**src/rtl/sdes_key_sched.sv**
```systemverilog
// rtl/sdes_key_sched.sv - S-DES round-key scheduler, emits ROUNDS subkeys over valid/ready
// Optional SDES_KEYGEN_ZEROIZE_EN clears the key state when a schedule completes.
module sdes_key_sched #(
  parameter int ROUNDS = 2
) (
  input  logic       clk,
  input  logic       rst_n,
  input  logic [0:9] Key,
  input  logic       start,
  input  logic       decrypt,
  output logic [0:7] key_out,
  output logic       key_valid,
  input  logic       key_ready,
  output logic [2:0] round_idx,
  output logic       busy,
  output logic       done
);

  typedef enum logic {IDLE, EMIT} state_t;

  // Decrypt starts at the rotation of the last encrypt key and walks backwards.
  localparam logic [2:0] LAST    = 3'(ROUNDS - 1);
  localparam logic [2:0] DEC_ROT = 3'((2 * ROUNDS - 1) % 5);

  state_t     state_q;
  logic [0:9] r_q;
  logic [2:0] count_q;
  logic       dec_q;
  logic       done_q;

  logic [0:9] p10;
  logic [0:9] load_d;
  logic [0:9] adv_d;

  function automatic logic [0:4] rol5(input logic [0:4] x, input logic [2:0] n);
    case (n)
      3'd1:    rol5 = {x[1:4], x[0]};
      3'd2:    rol5 = {x[2:4], x[0:1]};
      3'd3:    rol5 = {x[3:4], x[0:2]};
      3'd4:    rol5 = {x[4], x[0:3]};
      default: rol5 = x;
    endcase
  endfunction

  function automatic logic [0:9] rot_halves(input logic [0:9] r, input logic [2:0] n);
    rot_halves = {rol5(r[0:4], n), rol5(r[5:9], n)};
  endfunction

  assign p10 = {Key[2], Key[4], Key[1], Key[6], Key[3],
                Key[9], Key[0], Key[8], Key[7], Key[5]};

  // Rotating right by 2 within a 5-bit half is a left rotation by 3.
  always_comb begin
    load_d = rot_halves(p10, decrypt ? DEC_ROT : 3'd1);
    adv_d  = rot_halves(r_q, dec_q ? 3'd3 : 3'd2);
  end

  always_ff @(posedge clk or negedge rst_n) begin
    if (!rst_n) begin
      state_q <= IDLE;
      r_q     <= '0;
      count_q <= '0;
      dec_q   <= 1'b0;
      done_q  <= 1'b0;
    end else begin
      done_q <= 1'b0;
      case (state_q)
        IDLE: begin
          if (start) begin
            state_q <= EMIT;
            r_q     <= load_d;
            count_q <= '0;
            dec_q   <= decrypt;
          end
        end
        EMIT: begin
          if (key_ready) begin
            if (count_q == LAST) begin
              state_q <= IDLE;
              done_q  <= 1'b1;
              count_q <= '0;
              dec_q   <= 1'b0;
`ifdef SDES_KEYGEN_ZEROIZE_EN
              r_q     <= '0;
`endif
            end else begin
              r_q     <= adv_d;
              count_q <= count_q + 3'd1;
            end
          end
        end
        default: state_q <= IDLE;
      endcase
    end
  end

  assign key_out   = {r_q[5], r_q[2], r_q[6], r_q[3], r_q[7], r_q[4], r_q[9], r_q[8]};
  assign key_valid = (state_q == EMIT);
  assign busy      = (state_q == EMIT);
  assign done      = done_q;
  assign round_idx = dec_q ? (LAST - count_q) : count_q;

endmodule

```
**config.mk**
```make
export PLATFORM = sky130hd
export DESIGN_NAME = sdes_key_sched
export DESIGN_NICKNAME = d
export VERILOG_FILES = /design/src/rtl/sdes_key_sched.sv
export SDC_FILE = /design/constraint.sdc
export NUM_CORES = 1
export LEC_CHECK = 0
export BUFFER_PORTS_ARGS = -buffer_cell sky130_fd_sc_hd__buf_2
export CORE_ASPECT_RATIO = 0.75
export CORE_UTILIZATION = 55
export CTS_CLUSTER_SIZE = 16
export DETAILED_ROUTE_END_ITERATION = 6
export PLACE_DENSITY = 0.85
export SYNTH_ARGS = -nofsm -noshare
export SYNTH_HDL_FRONTEND = slang
export SYNTH_SLANG_ARGS = --single-unit
```
**constraint.sdc**
```tcl
create_clock -name clk -period 3.69 [get_ports clk]
set_input_delay 0.738 -clock clk [delete_from_list [all_inputs] [get_ports clk]]
set_output_delay 0.738 -clock clk [all_outputs]
set_load 0.03 [all_outputs]
```
==> summary.md <==
| Metric | Value |
|---|---|
| Cell accounting for the most synthesized area | dfrtp_1 |
| Antenna violations before repair | 0 |
| DRT Pass-1 Iters | 4 |
| Status | finished, final reports clean |
| Worst r2r src | dec_q$_DFFE_PN0P_ |
| Initial cell density of the core | 60.6% |
| CTS tree | done |
| Pleak | 0.599 nW |
| RSZ-0062 raised after global routing | false |
| Async SR Flop Fraction | 100% |
| Setup TNS Final | 0 ns |
| CTS Hold Bufs | 0 |
| Tightest Pin Transition | 0.647 ns |
| All-Layer GR Usage | 22.5% |
| Top cells by count, synth | dfrtp_1 (16), nor2_1 (14), buf_4 (11) |
| Crit path cell chain | nand2_1 -> o21ai_0 -> buf_2 |
| WP buf/inv | 1 |
| Critical Path Sink Type | output port |
| Crit Path Max Fanout | 14 |
| Drt wl/cell | 14.7 microns |
| Final wirelength | 2070 microns |
| F_max | 0.445 GHz |
| First-pass GRT wire length | 3320 microns |
| CTS root buf | clkbuf_4 |
| Nets@finish | 137 |
| Die X | 53.3 microns |
| Share of the synthesized area in the top cell type | 36.9% |
| Worst Path Required | 2.95 ns |
| Vias | 803 |
| Hold Slack | 0.333 ns |
| Final Power | 1.07 mW |
| Number of remaining DRC errors | 0 |
| Hold Vio Cnt, Final | 0 |
| Post-DRT Antenna Nets | 0 |
| Worst vdd ir | 552 uV |
| Tmin final | 2.25 ns |
| Maxcap violations | 0 |
| Die area | 0.00216 sq mm |
| Layout fillers | 144 |
| Drt initial violations | 19 |
| Syn nets | 119 |
| Core area | 0.00179 sq mm |
| Largest net degree at the start of global routing | 17 |
| Crit. Startpoint | dec_q$_DFFE_PN0P_ |
| Detailed placer's ending HPWL | 1570 microns |
| Max clock buf depth | 2 |
| Via density per instance | 5.70 |
| Critical-path top delay cell | dfrtp_1 |
| Reg clk slew, reported paths | 0.11 ns |
| Slew margin rel. | 56.9% |
| TritonCTS buffer count | 3 |
| Post-synth EDFFs | 0 |
| Final setup fails | 0 |
| Seq/Total Area, Yosys | 36.9% |
| Mapped cell area | 0.00108 sq mm |
| Share of post-route cells with drive strength above 1 | 38.7% |
| Port Buffers | 28 |
| Synthesis-to-finish area growth | 8.77% |
| CTS sink count | 16 |
| Vias in the first global route | 685 |
| Fin util | 65.9% |
| Final Cycle Share | 60.9% |
| Critical path class | register to output port |
| Clk_lat worst skew | 0.30 ns |
| Clk_skew | 0.0143 ns |
| H-tree level count | 1 |
| Hold Crit Class | primary input to asynchronous set/reset pin |
| Top-count cell post-synth | dfrtp_1 |
| Cell variety after synth | 25 |
| Overflow after GRT | 0 |
| Syn Area/Cell | 10.6 sq um |
| Pins Over Slew Limit | 0 |
| Setup Buffers After CTS | 0 |
| Top Family by Delay on Critical Path | flip-flops |
| Primary FF master, synth | dfrtp_1 |
| Area contributors post-synth | dfrtp_1 (37%), a221o_1 (9.2%), mux2i_1 (9.2%) |
| Worst setup SP type | register |
| Mapped Cells | 102 |
| FP Rows | 13 |
| Crit-path max cell delay | 0.77 ns |
| Power Density | 904 mW/mm^2 |
| Yosys reg bits | 16 |
| Critical path arrival | 1.51 ns |
| PostCTS Resize Cnt | 0 |
| Placer congestion estimate | 0.803 |
| # IOs | 29 |
| Die Ht | 40.5 microns |
| Syn. warnings | 0 |
| Diode count | 0 |
## final cells by class
class,instances,area (sq um),share of cell area [%]
Tap cell,22,27.5,2.33
Timing Repair Buffer,28,140,11.9
Inverter,4,15.0,1.27
Clock buffer,4,36.3,3.08
Sequential cell,16,400,33.9
Multi-Input combinational cell,67,561,47.5
## cell usage in the layout, fill, tap and decap left out, types with 2 or more instances in the layout
master	count
a221o_1	10
buf_2	28
clkbuf_4	3
dfrtp_1	16
ha_1	2
inv_1	4
mux2_2	4
mux2_4	6
mux2i_1	10
nand2_1	6
nor2_1	14
o21ai_0	2
xnor2_1	2
## worst paths after layout
kind	to	slack, ns	depth (start not counted)
hold reg to reg	r_q[0]$_DFFE_PN0P_	0.56	1
max in group asynchronous	r_q[6]$_DFFE_PN0P_	3.07	1
min in group clk	r_q[0]$_DFFE_PN0P_	0.56	1
hold / removal	count_q[1]$_DFFE_PN0P_	0.33	1
setup reg to reg	r_q[2]$_DFFE_PN0P_	2.07	2
setup / recovery	round_idx[2]	1.44	3
## flip-flops by register name (all words and copies together) (netlist names)
| signal | count |
|---|---|
| r_q | 10 |
| dec_q | 1 |
| done | 1 |
| busy | 1 |
| count_q | 3 |
## stage by stage
step	cell area [sq um]	setup slack, ns	std cells
global placement	1140	1.88	137
global route	1180	1.38	141
CTS	1180	1.47	141
finish	1180	1.44	141
floorplan	1080	1.67	102
detailed placement	1140	1.82	137
## where the power goes
part | leakage (nW) | internal (mW) | switching, mW | total (mW)
Combinational | 0.377 | 0.263 | 0.323 | 0.586
Clock | 0.0210 | 0.0602 | 0.0607 | 0.121
Sequential | 0.201 | 0.252 | 0.108 | 0.359
Total | 0.599 | 0.575 | 0.492 | 1.07
## per-layer routing
layer,wire length (microns),share of wire [%],track usage [%],vias to the layer above
met5,0,0,0,-
met1,1110,54,34.6,374
met2,831,40,30.3,38
met3,127,6.1,6.82,0
met4,0,0,3.95,0
li1,-,-,-,391
## cell families (layout without fill, tap and decap cells)
| kind of cell | count (synthesis) | count (layout) | synth area share, % |
|---|---|---|---|
| AOI/OAI and AO/OA | 19 | 19 | 16.3 |
| xor gates and xnor gates | 3 | 3 | 2.42 |
| adders and majority gates | 2 | 2 | 2.31 |
| buffers and inverters | 19 | 36 | 11.4 |
| DFF | 16 | 16 | 36.9 |
| muxes | 20 | 20 | 21.7 |
| and+or+nand+nor | 23 | 23 | 9.00 |
Power figures use the tool's default switching activity.
